<file path="config.mk">
export PLATFORM = sky130hd
export DESIGN_NAME = sw_popcount_debounce
export DESIGN_NICKNAME = d
export VERILOG_FILES = /design/src/rtl/sw_pkg.sv /design/src/rtl/sw_debounce_ch.sv /design/src/rtl/sw_popcount_debounce.sv
export SDC_FILE = /design/constraint.sdc
export NUM_CORES = 1
export LEC_CHECK = 0
export ABC_CLOCK_PERIOD_IN_PS = 5300
export CAP_MARGIN = 20
export CORE_ASPECT_RATIO = 1.2
export CORE_UTILIZATION = 60
export DETAILED_ROUTE_END_ITERATION = 7
export GPL_ROUTABILITY_DRIVEN = 0
export PLACE_DENSITY = 0.79
export SETUP_SLACK_MARGIN = 0.3
export SLEW_MARGIN = 10
export SYNTH_ARGS = -nofsm -noshare
export SYNTH_HDL_FRONTEND = slang
export SYNTH_HIERARCHICAL = 1
export SYNTH_SLANG_ARGS = --single-unit
</file>
<file path="constraint.sdc">
create_clock -name CLK -period 5.3 [get_ports CLK]
set_clock_uncertainty 0.1 [all_clocks]
set_input_delay 1.59 -clock CLK [delete_from_list [all_inputs] [get_ports CLK]]
set_output_delay 1.59 -clock CLK [all_outputs]
set_load 0.02 [all_outputs]
</file>
<file path="src/rtl/sw_pkg.sv">
// Shared constants and helpers for the switch popcount/debounce block.
package sw_pkg;

  // Level of a switch that is not pressed (the pins are active-low)
  localparam logic SW_RELEASED = 1'b1;

  // Default debounce window in clock cycles
  localparam int DEB_DEFAULT = 250000;

  // Number of bits needed to hold every value from 0 to n (at least 1)
  function automatic int clog2_cnt(input int n);
    for (int w = 1; w < 32; w++) begin
      if ((64'd1 << w) > 64'(n)) return w;
    end
    return 32;
  endfunction

endpackage

</file>
<file path="src/rtl/sw_debounce_ch.sv">
// One switch channel: two-flop synchroniser followed by a stable-level
// debouncer. A new level is accepted only after DEB_CYCLES consecutive
// cycles that differ from the current stable level.
module sw_debounce_ch
  import sw_pkg::*;
#(
  parameter int DEB_CYCLES = DEB_DEFAULT
) (
  input  logic CLK,
  input  logic RST_N,
  input  logic SW_RAW,
  output logic PRESSED
);

  localparam int CNT_W = clog2_cnt(DEB_CYCLES);
  localparam logic [CNT_W-1:0] CNT_LAST = CNT_W'(DEB_CYCLES - 1);

  logic             r_sync1;
  logic             r_sync2;
  logic             r_st;
  logic [CNT_W-1:0] r_cnt;

  // Bring the asynchronous pin into the clock domain
  always_ff @(posedge CLK or negedge RST_N) begin
    if (!RST_N) begin
      r_sync1 <= SW_RELEASED;
      r_sync2 <= SW_RELEASED;
    end else begin
      r_sync1 <= SW_RAW;
      r_sync2 <= r_sync1;
    end
  end

  // Count consecutive differing cycles; any return to the stable level restarts
  always_ff @(posedge CLK or negedge RST_N) begin
    if (!RST_N) begin
      r_st  <= SW_RELEASED;
      r_cnt <= '0;
    end else if (r_sync2 == r_st) begin
      r_cnt <= '0;
    end else if (r_cnt == CNT_LAST) begin
      r_st  <= r_sync2;
      r_cnt <= '0;
    end else begin
      r_cnt <= r_cnt + CNT_W'(1);
    end
  end

  assign PRESSED = ~r_st;

endmodule

</file>
<file path="src/rtl/sw_popcount_debounce.sv">
// Counts debounced pressed switches and drives the count to LEDs.
// Optional peak-hold output enabled by defining SW_PEAK_HOLD_EN.
module sw_popcount_debounce
  import sw_pkg::*;
#(
  parameter int            N_SW         = 3,
  parameter int            DEB_CYCLES   = DEB_DEFAULT,
  parameter int            CW           = clog2_cnt(N_SW),
  parameter logic [CW-1:0] LED_INV_MASK = {CW{1'b0}}
) (
  input  logic            CLK,
  input  logic            RST_N,
  input  logic [N_SW-1:0] SW,
  output logic [CW-1:0]   COUNT,
  output logic [CW-1:0]   LED,
  output logic            CHANGE,
  output logic [N_SW-1:0] PRESSED
`ifdef SW_PEAK_HOLD_EN
  ,
  input  logic            PEAK_CLR,
  output logic [CW-1:0]   PEAK
`endif
);

  logic [N_SW-1:0] w_pressed;
  logic [CW-1:0]   w_pop;
  logic [CW-1:0]   r_count;
  logic [CW-1:0]   r_led;
  logic            r_change;

  for (genvar i = 0; i < N_SW; i++) begin : g_ch
    sw_debounce_ch #(
      .DEB_CYCLES(DEB_CYCLES)
    ) u_ch (
      .CLK    (CLK),
      .RST_N  (RST_N),
      .SW_RAW (SW[i]),
      .PRESSED(w_pressed[i])
    );
  end

  // Population count of the debounced pressed vector
  always_comb begin
    w_pop = '0;
    for (int i = 0; i < N_SW; i++) begin
      w_pop = w_pop + CW'(w_pressed[i]);
    end
  end

  // Registered count, LED image and change strobe, all loaded together
  always_ff @(posedge CLK or negedge RST_N) begin
    if (!RST_N) begin
      r_count  <= '0;
      r_led    <= LED_INV_MASK;
      r_change <= 1'b0;
    end else begin
      r_count  <= w_pop;
      r_led    <= w_pop ^ LED_INV_MASK;
      r_change <= (w_pop != r_count);
    end
  end

`ifdef SW_PEAK_HOLD_EN
  logic [CW-1:0] r_peak;

  // Track the highest count seen; a clear reloads from the current count
  always_ff @(posedge CLK or negedge RST_N) begin
    if (!RST_N) begin
      r_peak <= '0;
    end else if (PEAK_CLR) begin
      r_peak <= w_pop;
    end else if (w_pop > r_peak) begin
      r_peak <= w_pop;
    end
  end

  assign PEAK = r_peak;
`endif

  assign COUNT   = r_count;
  assign LED     = r_led;
  assign CHANGE  = r_change;
  assign PRESSED = w_pressed;

endmodule

</file>
======== Word level (Yosys, flattened, before mapping) ========
Cells that the tools add are included.
storage, ports and cells
  input port bits ......................... 5
  logic and storage cells ................. 41
  output and inout port bits .............. 8
  register bits after elaboration ......... 66
cells by class
  mux-type cells .......................... 6
  add/sub/neg operators ................... 5
  equal/unequal tests ..................... 7
  reductions and logical operators ........ 3
  bitwise gates (word level) .............. 6
operators by type and width
  kind                   number
  $mux 18                6
  $add 18x1->18 const B  3
  $eq 18x18->1 const B   3
  $not 1->1              6
  $reduce_and 2->1       3
  $eq 1x1->1             3
  $add 1x1->2            1
  $add 2x1->2            1
  $ne 2x2->1             1

======== Longest topological paths before layout ========
Gate-level depths: netlist of the first run.
  depth after elaboration ................. 4
  mapped depth ............................ 5
  mapped depth without buffers ............ 5

======== Hierarchy ========
The synthesis of the first run kept the hierarchy.
by module, submodules not included
  module                seq. area each (um^2)  instances  area an instance (um^2)  cells an instance
  sw_debounce_ch        529.3                  3          1037.2                   99
  sw_popcount_debounce  75.1                   1          131.4                    9

======== Least setup slack after synthesis of the first run ========
Ideal clock, no wire load.
  path kind ............................... register to output
  start ................................... register r_led[0], in the netlist LED[0]
  end ..................................... output LED[0]
  path buffers ............................ 1
  cell stages (with the launch flop) ...... 2
  required time ........................... 3.610 ns
  slack ................................... 2.969 ns
  arrival time ............................ 0.641 ns
  cells stage by stage .................... dfrtp_1 > buf_4
RTL lines
  item                    line                        RTL
  from (decl)             sw_popcount_debounce.sv:28  logic [CW-1:0] r_led;
  from (signal assigned)  sw_popcount_debounce.sv:58  r_led <= w_pop ^ LED_INV_MASK;
  to (decl)               sw_popcount_debounce.sv:15  output logic [CW-1:0] LED,
No word-level cell between the ends.

======== Worst setup path after layout of the first run ========
  start ................................... register g_ch[1].u_ch.r_st
  end ..................................... output PRESSED[1]
between the ends
  cells in the longest elaborated chain, start to end .. 1
RTL lines
  item                    line                        RTL
  from (decl)             sw_debounce_ch.sv:20        logic r_st;
  from (signal assigned)  sw_debounce_ch.sv:42        r_st <= r_sync2;
  $not 1->1               sw_debounce_ch.sv:49        assign PRESSED = ~r_st;
  to (decl)               sw_popcount_debounce.sv:17  output logic [N_SW-1:0] PRESSED
No other way between the ends.

==> flow_summary.ini, run 1 <==
[timing]
drv_slew = 0
rsz0062_at_grt = no
slew_headroom_pct = 33.7
setup_viol = 0
period_share_pct = 60.5
worstMarginPinSlew_ns = 0.991
finalSetupTns_ns = 0
timing.final.hold_violations = 0
period_needed_ns = 3.21
hold_ws_ns = 0.257
fmaxAchievable_ghz = 0.312

[die]
io_pins = 13
core_area_um2 = 5080
die-area_um2 = 5700
die_y_um = 82.5
die_w_um = 69.1
start_util_pct = 63.8
rows = 28

[grt]
grt_start_max_net_pins = 46
grt_pass1_vias = 2242
antenna_found_initial = 0
grt_pass1_wl_um = 10200
grt_usage_pct = 22.9
grt_overflow = 0

[synth]
async_reset_ff_share_pct = 100
postSynthAreaPerCell_um2 = 10.6
yosys-top-cells-area = dfrtp_1 (44%), dfstp_2 (7.3%), xor2_1 (7.3%)
synth.distinct_cells = 28
ys.warnings.count = 6
ys_seq_elements = 66
synth_most_common_cell = dfrtp_1
synthesis.area_um2 = 3240
synth_edf_count = 0
ys.flop_type = dfrtp_1
synth_top_cell_by_area = dfrtp_1
syn-num-nets = 315
ys_seq_area_share_pct = 51.3
synth.top_cells.by_count = dfrtp_1 (57), nor2_1 (39), xor2_1 (27)
syn_inst = 306
netlist.area_leader.share_pct = 44.0

[setup_path]
crit_start = g_ch[1].u_ch/r_st$_DFFE_PN1P_
critPathLaunchType = flip-flop
cp.arrival_ns = 1.52
critical_path_class = flip-flop to output port
r2r_slack_ns = 3.03
cp.required_ns = 3.61
cp-end-kind = output port
crit_path_max_fanout = 3
r2r-start = g_ch[1].u_ch/r_cnt[4]$_DFF_PN0_

[run]
max_cap_viol_count = 0

[detailed_routing]
wire_per_inst_um = 15.3
post-route-drc-count = 0
drt_iter0_drc = 125
drt.antenna.violating_nets = 0
via_per_inst = 6.04
drt_first_pass_iters = 5
postRouteWirelength_um = 5940
num_vias = 2345

[power_and_ir_drop]
p_leak_nw = 1.49
power.density_nw_per_um2 = 259
peakVddDrop_v = 0.000182

[final_layout]
layout.cells.non_filler = 388
nets = 332
diodes = 0
fin_area_um2 = 3560
syn_to_final_growth_pct = 9.88
drive_gt1_share_pct = 11.6
fillers = 397

[clocking]
post-cts-setup-buffers = 0
cts_buffers = 9
clockBufferDepth = 2
hold_buffers = 0
h-tree-depth = 3
cts-root-buf = clkbuf_8
cts_resized = 0
clkTransAtPathRegs_ns = 0.06
clock-sinks = 66
clk_latency_ns = 0.34
cts_tree = yes

[outcome]
status = complete, no violations

[placement]
dpl_cell_area_um2 = 3370
dp.cells = 371
hpwl_um = 4060
port_buffers = 12

[hold_path]
hold_start = g_ch[2].u_ch/r_sync1$_DFF_PN1_
min_path_type = flip-flop to flip-flop
cell usage in the layout (no fill, tap or decap), types with 8 or more instances in the layout:
master,Yosys,final
nor2_1,39,39
nand2_1,25,25
dfrtp_1,57,57
clkbuf_8,0,11
nand3_1,24,24
and4_1,9,9
dfstp_2,9,9
xnor2_1,8,8
or4_1,12,12
a21oi_1,18,18
o31ai_1,12,12
xor2_1,27,27
clkdlybuf4s50_1,0,11
flip-flops by register name, indices dropped and copies added (netlist names):
register           flops
g_ch.u_ch/r_st         3
CHANGE                 1
g_ch.u_ch/r_sync2      3
g_ch.u_ch/r_cnt       54
LED                    2
g_ch.u_ch/r_sync1      3
where the power goes:
| group | switching, W | leakage (nW) | internal [W] |
|---|---|---|---|
| logic | 0.0000222 | 0.525 | 0.0000119 |
| clock network | 0.000176 | 0.0932 | 0.000193 |
| registers | 0.00000660 | 0.873 | 0.000514 |
worst paths after layout:
path	to	cells after the start
hold reg to reg	g_ch[2].u_ch/r_sync2$_DFF_PN1_	0
hold / removal	g_ch[2].u_ch/r_sync2$_DFF_PN1_	0
setup / recovery	PRESSED[1]	2
min in group asynchronous	g_ch[0].u_ch/r_cnt[17]$_DFF_PN0_	1
setup reg to reg	g_ch[1].u_ch/r_cnt[12]$_DFF_PN0_	4
max in group asynchronous	g_ch[0].u_ch/r_sync2$_DFF_PN1_	3
per-layer routing:
| layer | wire length [um] | track usage, % |
|---|---|---|
| met5 | 0 | 0 |
| met4 | 77 | 9.18 |
| met3 | 207 | 5.70 |
| met1 | 2650 | 27.7 |
| met2 | 3000 | 39.9 |
layout make-up:
| cell class | instances | area (um2) | share of cell area, % |
|---|---|---|---|
| Clock buffer | 13 | 159 | 4.46 |
| Clock inverter | 3 | 15.0 | 0.421 |
| Inverter | 6 | 22.5 | 0.632 |
| Multi-Input combinational cell | 226 | 1490 | 41.7 |
| Sequential cell | 66 | 1660 | 46.7 |
| Tap cell | 60 | 75.1 | 2.11 |
| Timing Repair Buffer | 14 | 143 | 4.00 |
cell families (layout without fill, tap and decap cells):
family / count (synthesis) / count (layout) / synth area share [%]
AOI/OAI and AO/OA: 39 / 39 / 9.03
DFF: 66 / 66 / 51.3
muxes: 3 / 3 / 1.04
adders and majority gates: 4 / 4 / 1.77
buffers and inverters: 14 / 36 / 2.89
and+or+nand+nor: 145 / 145 / 24.5
xor gates and xnor gates: 35 / 35 / 9.45
through the flow:
step | worst slack [ns] | power (W) | utilization [%]
floorplan | 2.97 | 0.000546 | -
global placement | 2.47 | 0.000561 | 66.3
detailed placement | 2.43 | 0.000563 | 66.3
CTS | 2.08 | 0.000935 | 69.8
global route | 2.05 | 0.000962 | 70.1
finish | 2.09 | 0.000924 | 70.1
worst max-delay path, cell delays in order (launching register included):
cell             delay [ns]
dfstp_2                0.55
inv_1                  0.09
clkdlybuf4s50_1        0.54
Power figures use the tool's default switching activity.
==> run 2: changes to the inputs <==
--- a/config.mk
+++ b/config.mk
@@ -5,7 +5,7 @@
 export SDC_FILE = /design/constraint.sdc
 export NUM_CORES = 1
 export LEC_CHECK = 0
-export ABC_CLOCK_PERIOD_IN_PS = 5300
+export ABC_CLOCK_PERIOD_IN_PS = 3400
 export CAP_MARGIN = 20
 export CORE_ASPECT_RATIO = 1.2
 export CORE_UTILIZATION = 60
==> constraint.sdc (replaced) <==
create_clock -name CLK -period 3.4 [get_ports CLK]
set_clock_uncertainty 0.1 [all_clocks]
set_input_delay 1.02 -clock CLK [delete_from_list [all_inputs] [get_ports CLK]]
set_output_delay 1.02 -clock CLK [all_outputs]
set_load 0.02 [all_outputs]
==> run 2 against run 1 <==
Combinational power up 48%. Core utilization rose by 0.37 points. Sequential power grew 56%. Register-to-register slack got worse by 1.8 ns. Sequential cell count is the same. Design area up 0.53%. Sequential share of layout area fell by 0.24 points. Non-clock buffer count stayed put.
==> flow_summary.ini, run 2 (synthesis gave the netlist of run 1 again) <==
[clocking]
clock-sinks = 66
hold_buffers = 0
clk_latency_ns = 0.35
h-tree-depth = 3
cts_buffers = 9
cts_tree = yes
cts_resized = 0
post-cts-setup-buffers = 0
cts-root-buf = clkbuf_8
clockBufferDepth = 2
clkTransAtPathRegs_ns = 0.07

[setup_path]
crit_path_max_fanout = 3
cp-end-kind = output port
cp.required_ns = 2.28
cp.arrival_ns = 1.52
critPathLaunchType = flip-flop
critical_path_class = flip-flop to output port

[detailed_routing]
drt.antenna.violating_nets = 0
post-route-drc-count = 0
met1_length_um = 2680
postRouteWirelength_um = 5970
num_vias = 2389
drt_iter0_drc = 105
wl_met2_um = 2980
wire_per_inst_um = 15.4
routed.top_layer = met4
drt_first_pass_iters = 4
via_per_inst = 6.16
wl_met3_um = 216

[die]
start_util_pct = 63.8
die_w_um = 69.1
rows = 28
die-area_um2 = 5700
io_pins = 13
core_area_um2 = 5080
die_y_um = 82.5

[final_layout]
fin_area_um2 = 3580
final_common_cell = dfrtp_1
largest_reg_flops = 54
top_register = g_ch.u_ch/r_cnt
final_cell_mix = dfrtp_1 (57), nor2_1 (39), xor2_1 (27)
syn_to_final_growth_pct = 10.5
diodes = 0
drive_gt1_share_pct = 11.9
nets = 332

[timing]
fmaxAchievable_ghz = 0.378
worstMarginPinSlew_ns = 0.947
period_needed_ns = 2.64
setup_viol = 0
drv_slew = 0
period_share_pct = 77.7
timing.final.hold_violations = 0
finalSetupTns_ns = 0
rsz0062_at_grt = no
slew_headroom_pct = 36.7

[power_and_ir_drop]
power.density_nw_per_um2 = 426
peakVddDrop_v = 0.000303
p_total_w = 0.00153
p_leak_nw = 1.49

[run]
max_cap_viol_count = 0

[hold_path]
min_path_type = flip-flop to flip-flop

[grt]
grt_pass1_vias = 2257
grt_overflow = 0
grt_pass1_wl_um = 10200
grt_start_max_net_pins = 29
antenna_found_initial = 0
grt_usage_pct = 23.3

[placement]
port_buffers = 12
hpwl_um = 4060
dpl_cell_area_um2 = 3380

[outcome]
status = complete, no violations
==> run 2: worst paths after layout <==
kind | startpoint | endpoint | slack, ns | cells after the start
setup / recovery | g_ch[2].u_ch/r_st$_DFFE_PN1P_ | PRESSED[2] | 0.76 | 2
hold / removal | g_ch[2].u_ch/r_sync1$_DFF_PN1_ | g_ch[2].u_ch/r_sync2$_DFF_PN1_ | 0.26 | 0
setup reg to reg | g_ch[2].u_ch/r_cnt[8]$_DFF_PN0_ | g_ch[2].u_ch/r_cnt[2]$_DFF_PN0_ | 1.19 | 4
hold reg to reg | g_ch[2].u_ch/r_sync1$_DFF_PN1_ | g_ch[2].u_ch/r_sync2$_DFF_PN1_ | 0.26 | 0
max in group asynchronous | RST_N | g_ch[1].u_ch/r_sync2$_DFF_PN1_ | 2.05 | 2
min in group asynchronous | RST_N | g_ch[0].u_ch/r_cnt[15]$_DFF_PN0_ | 0.46 | 1
==> run 2: layer usage <==
layer / vias to the layer above / global-route usage (%)
met5: - / 0
met4: 0 / 9.80
met3: 11 / 6.19
met2: 40 / 39.7
met1: 1193 / 28.3
li1: 1145 / -
==> run 2: area by class of cell <==
type	instances	area, um2
Clock buffer	12	155
Clock inverter	4	50.0
Fill cell	398	1500
Inverter	6	22.5
Multi-Input combinational cell	226	1490
Sequential cell	66	1660
Tap cell	60	75.1
Timing Repair Buffer	14	130
==> run 2: power by group <==
group          leakage [nW]  internal [W]  switching, W
clock network        0.0986      0.000377      0.000289
logic                 0.521     0.0000169     0.0000337
registers             0.873      0.000801     0.0000102
total                  1.49       0.00119      0.000333
==> run 2: worst max-delay path: stages (launching register included) <==
cell and delay [ns]:
dfstp_2 0.55, inv_1 0.08, clkdlybuf4s50_1 0.54
==> run 2: metrics by stage <==
step | util, % | cells | hold slack [ns] | worst slack (ns)
2_1_floorplan | - | 306 | 0.245 | 1.62
3_3_place_gp | 66.5 | 372 | 0.246 | 1.14
3_5_place_dp | 66.5 | 372 | 0.247 | 1.12
4_1_cts | 70.5 | 388 | 0.258 | 0.744
5_1_grt | 70.5 | 388 | 0.263 | 0.699
6_report | 70.5 | 388 | 0.256 | 0.757
==> run 3: changes to the inputs <==
--- a/config.mk
+++ b/config.mk
@@ -5,7 +5,7 @@
 export SDC_FILE = /design/constraint.sdc
 export NUM_CORES = 1
 export LEC_CHECK = 0
-export ABC_CLOCK_PERIOD_IN_PS = 3400
+export ABC_CLOCK_PERIOD_IN_PS = 2500
 export CAP_MARGIN = 20
 export CORE_ASPECT_RATIO = 1.2
 export CORE_UTILIZATION = 60
==> constraint.sdc (replaced) <==
create_clock -name CLK -period 2.5 [get_ports CLK]
set_clock_uncertainty 0.1 [all_clocks]
set_input_delay 0.75 -clock CLK [delete_from_list [all_inputs] [get_ports CLK]]
set_output_delay 0.75 -clock CLK [all_outputs]
set_load 0.02 [all_outputs]
==> run 3 against run 2 <==
Setup slack worse by 0.39 ns. Global-route usage down 0.22 points. Routed wire length rose by 1.7%. Count of clock-buffer cells in the layout shrank 1. Core utilization is 0.17 points higher. Critical path depth unchanged. Non-clock buffer count increased by 5. Power is 28% higher. Design area grew 0.24%. Combinational power increased by 54%. Via count fell by 0.67%. Cell count up 1.3%. Critical endpoint is now PRESSED[0]. Largest cell class unchanged.
==> flow_summary.ini, run 3 (synthesis gave the netlist of run 1 again) <==
[final_layout]
top_register = g_ch.u_ch/r_cnt
final_common_cell = dfrtp_1
largest_reg_flops = 54
drive_gt1_share_pct = 13.2
syn_to_final_growth_pct = 10.7
diodes = 0
nets = 337
final_core_util_pct = 70.7
final_cell_mix = dfrtp_1 (57), nor2_1 (39), xor2_1 (27)

[die]
die_w_um = 69.1
start_util_pct = 63.8
die_y_um = 82.5
io_pins = 13
core_area_um2 = 5080
rows = 28
die-area_um2 = 5700

[power_and_ir_drop]
seqPwrFrac_pct = 56.4
p_leak_nw = 1.49
internal-power_w = 0.00150
p_clk_share_pct = 39.6
combPwrFrac_pct = 4.0
power.density_nw_per_um2 = 545
p_sw_share_pct = 23.3
power.switching_w = 0.000456
peakVddDrop_v = 0.000419

[setup_path]
cp-end-kind = output port
cp.required_ns = 1.65
critical_path_class = flip-flop to output port
r2r-start = g_ch[2].u_ch/r_cnt[0]$_DFF_PN0_
cp.arrival_ns = 1.28
crit_start = g_ch[0].u_ch/r_st$_DFFE_PN1P_
critPathLaunchType = flip-flop
crit_path_max_fanout = 3

[placement]
hpwl_um = 4210
port_buffers = 12
place_ws_ns = 0.492

[detailed_routing]
post-route-drc-count = 0
drt_iter0_drc = 202
via_per_inst = 6.04
drt.antenna.violating_nets = 0
wire_per_inst_um = 15.5
postRouteWirelength_um = 6070
num_vias = 2373
drt_first_pass_iters = 5

[timing]
rsz0062_at_grt = no
worstMarginPinSlew_ns = 0.367
setup_viol = 0
timing.final.hold_violations = 0
period_share_pct = 85.2
drv_slew = 0
finalSetupTns_ns = 0
slew_headroom_pct = 75.3
fmaxAchievable_ghz = 0.469
period_needed_ns = 2.13
fin_ws_ns = 0.370

[clocking]
cts_buffers = 9
hold_buffers = 0
h-tree-depth = 3
cts-root-buf = clkbuf_8
clkTransAtPathRegs_ns = 0.07
clockBufferDepth = 2
clk_latency_ns = 0.34
clock-sinks = 66
cts_tree = yes

[outcome]
status = complete, no violations

[grt]
grt_pass1_vias = 2247
grt_pass1_wl_um = 10100
grt_usage_pct = 23.0
grt_overflow = 0
grt_start_max_net_pins = 31
antenna_found_initial = 0

[hold_path]
min_path_type = primary input to async pin

[run]
max_cap_viol_count = 0
[run 3: stage by stage]
stage / power, W / instances / area, um2 / hold slack, ns
6_report: 0.00196 / 393 / 3590 / 0.197
5_1_grt: 0.00203 / 393 / 3590 / 0.190
4_1_cts: 0.00198 / 393 / 3590 / 0.188
3_5_place_dp: 0.00120 / 377 / 3430 / 0.247
3_3_place_gp: 0.00120 / 377 / 3430 / 0.246
2_1_floorplan: 0.00116 / 306 / 3240 / 0.245
[run 3: final timing paths]
check | endpoint | slack [ns] | depth (start not counted)
setup / recovery | PRESSED[0] | 0.37 | 2
hold / removal | g_ch[0].u_ch/r_cnt[15]$_DFF_PN0_ | 0.20 | 1
setup reg to reg | g_ch[2].u_ch/r_cnt[16]$_DFF_PN0_ | 0.61 | 5
hold reg to reg | g_ch[0].u_ch/r_sync2$_DFF_PN1_ | 0.25 | 0
max in group asynchronous | g_ch[1].u_ch/r_sync2$_DFF_PN1_ | 1.53 | 2
min in group CLK | g_ch[0].u_ch/r_sync2$_DFF_PN1_ | 0.25 | 0
[run 3: metal layers]
metal  global-route usage, %  up-vias  routed length (um)
li1                        -     1141                   -
met1                    27.7     1187                2800
met2                    39.0       37                3040
met3                    6.19        8                 151
met4                    11.0        0                  78
met5                       0        -                   0
[run 3: final cells by class]
type	count	area [um2]
flip-flops and latches	66	1660
fillers	368	1490
multi-input cells	226	1490
clock buffers	11	141
inverters	6	22.5
clock inverters	5	30.0
repair buffers	19	173
well taps	60	75.1
[run 3: power groups by stage]
stage	combinational, W	clock [W]	sequential (W)
after floorplan	0.0000398	0	0.00112
after global placement	0.0000776	0	0.00112
after detailed placement	0.0000803	0	0.00112
after CTS	0.0000808	0.000798	0.00110
after global routing	0.0000901	0.000839	0.00110
final	0.0000781	0.000776	0.00110
[run 3: worst max-delay path, stage by stage, from the launching register on]
cell           delay (ns)
dfstp_2              0.55
inv_1                0.08
dlygate4sd2_1        0.32
[run 3: what timing repair did]
item | in CTS | in global routing
resized for setup | 7 | 1
pin swaps | 0 | 0
buffers inserted | 0 | 0
setup endpoints to repair | 7 | 1
